--- src/rtl/switch_port_receiver.sv ---
// Output-port receiver for the 4-port switch: drains the port with the ready/read
// handshake, parses DA/SA/LEN/payload/FCS, streams the payload and flags errors.
module switch_port_receiver #(
  parameter int unsigned MAX_LEN   = 255,
  parameter int unsigned ERR_CNT_W = 8
) (
  input  logic                 clk,
  input  logic                 reset,
  input  logic [7:0]           port_addr,
  input  logic                 ready,
  output logic                 read,
  input  logic [7:0]           data,
  output logic                 pl_valid,
  output logic [7:0]           pl_data,
  output logic                 pkt_done,
  output logic [7:0]           pkt_da,
  output logic [7:0]           pkt_sa,
  output logic [7:0]           pkt_len,
  output logic                 err_addr,
  output logic                 err_len,
  output logic                 err_fcs,
  output logic [ERR_CNT_W-1:0] pkt_cnt,
  output logic [ERR_CNT_W-1:0] err_cnt
);

  typedef enum logic [2:0] {
    ST_IDLE, ST_DA, ST_SA, ST_LEN, ST_PAY, ST_FCS, ST_DRAIN, ST_DONE
  } state_t;

  state_t                state_q, state_d;
  logic                  read_q, read_d;
  logic                  dv_q, dv_d;
  logic                  pkt_done_q, pkt_done_d;
  logic [7:0]            da_q, da_d;
  logic [7:0]            sa_q, sa_d;
  logic [7:0]            len_q, len_d;
  logic [7:0]            cnt_q, cnt_d;
  logic [7:0]            acc_q, acc_d;
  logic                  err_addr_q, err_addr_d;
  logic                  err_len_q, err_len_d;
  logic                  err_fcs_q, err_fcs_d;
  logic [ERR_CNT_W-1:0]  pkt_cnt_q, pkt_cnt_d;
  logic [ERR_CNT_W-1:0]  err_cnt_q, err_cnt_d;

  // Next-state, field capture, FCS accumulation and counter update
  always_comb begin
    state_d    = state_q;
    dv_d       = read_q & ready;
    pkt_done_d = 1'b0;
    da_d       = da_q;
    sa_d       = sa_q;
    len_d      = len_q;
    cnt_d      = cnt_q;
    acc_d      = acc_q;
    err_addr_d = err_addr_q;
    err_len_d  = err_len_q;
    err_fcs_d  = err_fcs_q;
    pkt_cnt_d  = pkt_cnt_q;
    err_cnt_d  = err_cnt_q;

    unique case (state_q)
      ST_IDLE: begin
        if (ready) begin
          state_d   = ST_DA;
          da_d      = 8'd0;
          sa_d      = 8'd0;
          len_d     = 8'd0;
          cnt_d     = 8'd0;
          acc_d     = 8'd0;
          err_len_d = 1'b0;
          err_fcs_d = 1'b0;
        end
      end
      ST_DA: begin
        if (dv_q) begin
          da_d       = data;
          err_addr_d = (data != port_addr);
          acc_d      = acc_q ^ data;
          state_d    = ST_SA;
        end else if (!ready) begin
          err_len_d = 1'b1;
          state_d   = ST_DONE;
        end
      end
      ST_SA: begin
        if (dv_q) begin
          sa_d    = data;
          acc_d   = acc_q ^ data;
          state_d = ST_LEN;
        end else if (!ready) begin
          err_len_d = 1'b1;
          state_d   = ST_DONE;
        end
      end
      ST_LEN: begin
        if (dv_q) begin
          len_d = data;
          cnt_d = data;
          acc_d = acc_q ^ data;
          if (data == 8'd0 || 32'(data) > MAX_LEN) begin
            err_len_d = 1'b1;
            state_d   = ST_DRAIN;
          end else begin
            state_d = ST_PAY;
          end
        end else if (!ready) begin
          err_len_d = 1'b1;
          state_d   = ST_DONE;
        end
      end
      ST_PAY: begin
        if (dv_q) begin
          acc_d = acc_q ^ data;
          cnt_d = cnt_q - 8'd1;
          if (cnt_q == 8'd1) state_d = ST_FCS;
        end else if (!ready) begin
          err_len_d = 1'b1;
          state_d   = ST_DONE;
        end
      end
      ST_FCS: begin
        if (dv_q) begin
          err_fcs_d = (data != acc_q);
          // switch still offering bytes after the FCS means the packet overran LEN
          if (ready) begin
            err_len_d = 1'b1;
            state_d   = ST_DRAIN;
          end else begin
            state_d = ST_DONE;
          end
        end else if (!ready) begin
          err_len_d = 1'b1;
          state_d   = ST_DONE;
        end
      end
      ST_DRAIN: begin
        if (!ready && !dv_q) state_d = ST_DONE;
      end
      ST_DONE: begin
        state_d = ST_IDLE;
      end
      default: begin
        state_d = ST_IDLE;
      end
    endcase

    read_d = ready && (state_d != ST_IDLE) && (state_d != ST_DONE);

    if (state_d == ST_DONE) begin
      pkt_done_d = 1'b1;
      if (pkt_cnt_q != '1) pkt_cnt_d = pkt_cnt_q + ERR_CNT_W'(1);
      if ((err_addr_d || err_len_d || err_fcs_d) && err_cnt_q != '1)
        err_cnt_d = err_cnt_q + ERR_CNT_W'(1);
    end
  end

  always_ff @(posedge clk) begin
    if (reset) begin
      state_q    <= ST_IDLE;
      read_q     <= 1'b0;
      dv_q       <= 1'b0;
      pkt_done_q <= 1'b0;
      da_q       <= 8'd0;
      sa_q       <= 8'd0;
      len_q      <= 8'd0;
      cnt_q      <= 8'd0;
      acc_q      <= 8'd0;
      err_addr_q <= 1'b0;
      err_len_q  <= 1'b0;
      err_fcs_q  <= 1'b0;
      pkt_cnt_q  <= '0;
      err_cnt_q  <= '0;
    end else begin
      state_q    <= state_d;
      read_q     <= read_d;
      dv_q       <= dv_d;
      pkt_done_q <= pkt_done_d;
      da_q       <= da_d;
      sa_q       <= sa_d;
      len_q      <= len_d;
      cnt_q      <= cnt_d;
      acc_q      <= acc_d;
      err_addr_q <= err_addr_d;
      err_len_q  <= err_len_d;
      err_fcs_q  <= err_fcs_d;
      pkt_cnt_q  <= pkt_cnt_d;
      err_cnt_q  <= err_cnt_d;
    end
  end

  // Payload passes straight through on the cycle its byte is valid
  assign pl_valid = (state_q == ST_PAY) && dv_q;
  assign pl_data  = pl_valid ? data : 8'd0;

  assign read     = read_q;
  assign pkt_done = pkt_done_q;
  assign pkt_da   = da_q;
  assign pkt_sa   = sa_q;
  assign pkt_len  = len_q;
  assign err_addr = err_addr_q;
  assign err_len  = err_len_q;
  assign err_fcs  = err_fcs_q;
  assign pkt_cnt  = pkt_cnt_q;
  assign err_cnt  = err_cnt_q;

endmodule

--- config.mk ---
export PLATFORM = sky130hd
export DESIGN_NAME = switch_port_receiver
export DESIGN_NICKNAME = d
export VERILOG_FILES = /design/src/rtl/switch_port_receiver.sv
export SDC_FILE = /design/constraint.sdc
export NUM_CORES = 1
export LEC_CHECK = 0
export ABC_AREA = 1
export BUFFER_PORTS_ARGS = -buffer_cell sky130_fd_sc_hd__buf_4
export CORE_ASPECT_RATIO = 1.2
export CORE_MARGIN = 2
export CORE_UTILIZATION = 57
export CTS_BUF_LIST = sky130_fd_sc_hd__clkbuf_8
export DETAILED_ROUTE_END_ITERATION = 8
export HOLD_SLACK_MARGIN = 0.12
export PLACE_DENSITY_LB_ADDON = 0.12
export SLEW_MARGIN = 20
export SYNTH_ARGS = -nofsm -noshare
export SYNTH_HDL_FRONTEND = slang
export SYNTH_SLANG_ARGS = --single-unit
export TNS_END_PERCENT = 5
--- constraint.sdc ---
create_clock -name clk -period 2.1 [get_ports clk]
set_input_delay 0.105 -clock clk [delete_from_list [all_inputs] [get_ports clk]]
set_output_delay 0.105 -clock clk [all_outputs]
set_load 0.005 [all_outputs]
== Yosys cells after proc, flatten, opt, wreduce, memory -nomap -nowiden ==
Index checks and enable logic that the tools add are counted.
Operators by class
  mux-type cells: 36
  bitwise operators: 2
  reduce and logical (&&, ||, !) cells: 26
  equal/unequal tests: 20
  add/subtract/negate cells: 3
Operator list (number)
  $pmux W8 S2: 4
  $mux W8: 5
  $mux W3: 9
  $pmux W3 S8: 1
  $pmux W8 S3: 1
  $add A8 B1 Y8 const B: 2
  $ne A8 B8 Y1: 2
  $ne A8 B8 Y1 const B: 2
  $eq A3 B3 Y1 const B: 5
  $mux W1: 13
  $reduce_and A3 Y1: 4
  $ne A2 B2 Y1 const B: 5
  $eq A8 B1 Y1 const B: 1
  $logic_not A8 Y1: 1
  $reduce_bool A2 Y1: 4
  $sub A8 B1 Y8 const B: 1
  $xor A8 B8 Y8: 1
  $eq A3 B2 Y1 const B: 2
  $reduce_bool A3 Y1: 2
  $logic_and A1 B1 Y1: 5
  $pmux W1 S4: 1
  $reduce_and A2 Y1: 2
  $reduce_and A4 Y1: 1
  $reduce_or A4 Y1: 1
  other kinds (10): 12
Word-level totals
  input port bits: 19
  output and inout bits: 54
  bits in registers: 65
  word-level logic and storage cells: 101

== Depth between registers and ports, before layout ==
  depth in word-level cells: 8
  gate-level depth with buffers: 14
  depth with buffers taken out: 14

== Worst setup path before layout ==
OpenSTA, ideal clock, no wires.
  path kind: register to register
  start: register state_q[0]
  end: register cnt_q[7]
  cell stages (with the launch flop): 12
  clock period less this slack: 1.654 ns
  buffers on the path: 1
  data arrival time: 1.530 ns
  library setup time: 0.124 ns
  setup slack: 0.446 ns
  data required time: 1.976 ns
  path through: dfxtp_1 > buf_4 > nor2_1 > nand2_1 > inv_1 > nand2_4 > nand2_1 > inv_1 > nor2_2 > inv_2 > o21ai_0 > a31oi_1
On the way
  word-level cells in the longest chain between the ends: 3
  elaborated cells between the ends (all ways): 9
  classes of those cells: 5 x eq/ne; 1 x mux; 3 x reduce/logical
RTL lines
  from (decl): RTL line 30  | state_t state_q, state_d;
  from (signal assigned): RTL line 174  | state_q <= state_d;
  $eq A3 B3 Y1, or another cell as far along: RTL line 61  | unique case (state_q)
  $ne A2 B2 Y1 (no source line) or $reduce_bool A3 Y1 (tied branches)
  $reduce_and A4 Y1 (no source line)
  to (signal assigned): RTL line 181  | cnt_q <= cnt_d;
  to (decl): RTL line 37  | logic [7:0] cnt_q, cnt_d;
Parallel ways exist; a longest one is shown, timed or not.
A chain may end at the register's enable or synchronous reset.

== Final worst setup path ==
  start: input port data[7]
  end: register err_cnt_q[4], in the netlist err_cnt[4]
On the way
  word-level cells in the longest chain between the ends: 8
  elaborated cells between the ends (all ways): 18
  classes of those cells: 3 x eq/ne; 10 x mux; 5 x reduce/logical
RTL lines
  from (decl): RTL line 12  | input logic [7:0] data,
  branches (longest 7 deep; another with $logic_not A8 Y1)
  $reduce_and A2 Y1 (no source line) *
  to (signal assigned): RTL line 187  | err_cnt_q <= err_cnt_d;
  to (decl): RTL line 43  | logic [ERR_CNT_W-1:0] err_cnt_q, err_cnt_d;
Mark *: on every way between the ends.

==> results.ini <==
[route]
drtAntennaViolNets = 0
vias_per_cell = 5.31
drc = 0
drt_wl_total_um = 9130
routedWlPerCell_um = 13.1
drtIter0Drc = 220
drt-pass1-iter-count = 5
route.vias.total = 3711

[power]
p_comb_share_pct = 49.4
swShare_pct = 44.1
ir_drop_v = 0.000710
p_sw_uw = 2330
p_clk_share_pct = 18.9
power_frac_seq_pct = 31.7
internal_power_uw = 2960
cellPowerDensity_nw_per_um2 = 1190
p_leak_uw = 0.00201

[critical_path]
cp_max_fo = 9
path_class = input port to flip-flop
worst_r2r_endpoint = err_cnt[4]
cp-start-kind = input port
required_ps = 2310
rr_worst_depth = 11
worstSetupStartpoint = data[7]
ff2ff_setup_slack_ps = 210
crit_arrival_ps = 2120
r2r_start = state_q[1]
critPathCaptureType = flip-flop

[placed_design]
dp_hpwl_um = 6510
dpl.cell_count = 675
place_congestion = 0.933
io_buffer_count = 72
placed_area_um2 = 4150

[global_routing]
grtUsageMet2_pct = 45.2
grt_pass1_vias = 3328
grt_antenna_before_repair = 0
grt_pass1_wl_um = 15200
grt.overflow.total = 0
grt_use_total_pct = 28.5
use_met1_pct = 37.2
use_met3_pct = 5.61
top_usage_layer = met2
grt_max_degree = 38

[logic_synthesis]
synth_top_cell_area_share_pct = 37.2
syn-num-nets = 547
async_flop_share_pct = 0
synth_seq_area_share_pct = 37.2
syn_inst = 524
synth.area.top_cells = dfxtp_1 37%, nand2_1 13%, nor2_1 8.1%, a21oi_1 7.0%, inv_1 6.0%
yosys_warnings = 0
synthFlopType = dfxtp_1
synth.ff_latch_count = 65
syn_area_um2 = 3500
syn_avg_cell_area_um2 = 6.67
synth_edf_count = 0
synth_top_cell_by_area = dfxtp_1
yosysUniqueCellTypes = 34

[sta]
rsz0062_at_grt = no
tightest_slew_ps = 482
setup_tns_ps = 0
setup_viol = 0
fin_crit_ps = 1900
slew_headroom_pct = 67.6
slew_viol_final = 0
clock_skew_ps = 4.78
period_share_pct = 90.5
hold_viol_final = 0
clock.fmax_mhz = 526

[final_layout]
drive_above_1_share_pct = 20.1
stdcell_count = 699
n_antenna_cell = 0
final_net_count = 636
area_growth_pct = 26.7
design_area_um2 = 4430

[clock_tree]
cts_buffers = 9
clockBufferDepth = 2
cts.sinks = 65
h-tree-depth = 3
cts_setup_buffers = 0
cts_root_buffer = clkbuf_8
cts.clk_slew.worst_paths_ps = 70
cts_tree = done
clkLatencyLatePin_ps = 350

[floorplan]
die-area_um2 = 6780
start_util_pct = 58.5
rows = 31
io_pins = 73
fp.dieH_um = 89.8
fp.dieW_um = 75.5
core_um2 = 5970

[flow_run]
drv_cap = 0

[worst_hold_path]
min-delay-start = reset
holdCritPathClass = input port to flip-flop
hold_depth = 4
hold_end = err_cnt[0]

[status]
outcome = finished clean

timing repair:
action / 4_1_cts / 5_1_grt
endpoints found under the hold margin: 18 / 0
endpoints found under the setup margin: 0 / 34
resized for setup: 0 / 5
hold buffers: 9 / 0
final cells by class:
| class | instances | area (µm²) |
|---|---|---|
| Sequential cell | 65 | 1310 |
| Timing Repair Buffer | 92 | 726 |
| Inverter | 61 | 231 |
| Clock inverter | 6 | 53.8 |
| Clock buffer | 9 | 124 |
| Tap cell | 82 | 103 |
| Multi-Input combinational cell | 384 | 1890 |
| Fill cell | 511 | 1540 |
stage by stage:
stage / power [µW] / worst slack [ps] / util, % / hold WS [ps]
floorplan: 3460 / 446 / - / 261
global placement: 4180 / 189 / 69.5 / 399
global route: 5690 / 5.75 / 74.2 / 255
finish: 5290 / 199 / 74.2 / 236
detailed placement: 4240 / 119 / 69.5 / 400
CTS: 5250 / 116 / 74.0 / 233
cell usage in the layout, fill, tap and decap left out, drive strengths merged, types with 7 or more instances in the layout:
| cell type | count |
|---|---|
| a21oi | 50 |
| buf | 83 |
| clkbuf | 9 |
| dfxtp | 65 |
| dlygate4sd3 | 9 |
| inv | 63 |
| nand2 | 126 |
| nand3 | 39 |
| nand4 | 14 |
| nor2 | 80 |
| nor3 | 7 |
| o21ai | 45 |
| xor2 | 9 |
cell usage after synthesis (3+ instances only):
cell type / count
inv_1: 56
ha_1: 4
buf_2: 3
nand2_4: 3
inv_2: 3
nand4_1: 14
a31oi_1: 4
nand3_1: 36
nand2_1: 117
a21oi_1: 49
nand2_2: 6
o21ai_0: 41
nor2_1: 75
nor3_1: 7
buf_4: 3
xor2_1: 9
dfxtp_1: 65
clkbuf_1: 6
how the worst max path moves through the flow:
stage	to	slack [ps]	cells after the start
after floorplan	cnt_q[7]	450	11
after global placement	err_cnt[0]	190	12
after detailed placement	err_cnt[4]	120	11
after CTS	pkt_cnt[2]	120	10
after global routing	err_cnt[4]	6	12
final	err_cnt[4]	200	13
per-layer routing:
layer | part of all wire (%) | vias up | wire, µm
li1 | - | 1877 | -
met1 | 42 | 1681 | 3810
met2 | 49 | 131 | 4490
met3 | 6.6 | 22 | 606
met4 | 2.5 | 0 | 227
met5 | 0 | - | 0
logic make-up (layout without fill, tap and decap cells):
| family | count (synthesis) | in the layout | share of synthesized area [%] |
|---|---|---|---|
| AND/OR/NAND/NOR | 268 | 268 | 34.4 |
| adder cells (fa/ha/maj) | 4 | 4 | 1.43 |
| XOR/XNOR | 11 | 11 | 2.76 |
| AO/OA/AOI/OAI | 101 | 101 | 15.2 |
| flip-flops | 65 | 65 | 37.2 |
| buffers and inverters | 75 | 168 | 8.98 |
sequential cells by signal (all words and copies together) (netlist names):
name and flops:
state_q 3, err_addr 1, pkt_sa 8, dv_q 1, err_len 1, pkt_cnt 8, cnt_q 8, pkt_da 8
err_cnt 8, pkt_done 1, read 1, err_fcs 1, acc_q 8, pkt_len 8
worst max-delay path: stages:
cell and delay (ps):
dlygate4sd3_1 540, buf_4 160, inv_1 180, nand3_1 130
nor2_1 100, nand2_1 60, nand2_1 130, a21oi_4 90
nor2_4 200, buf_12 160, nand3_4 120, nand2_1 90
a21oi_1 60
power groups by stage:
stage	combinational, µW	clock (µW)	sequential [µW]
final	2610	1000	1680
after global routing	2930	1060	1710
after CTS	2580	1010	1670
after detailed placement	2540	0	1690
after global placement	2500	0	1680
after floorplan	1820	0	1650
Power figures use the tool's default switching activity.
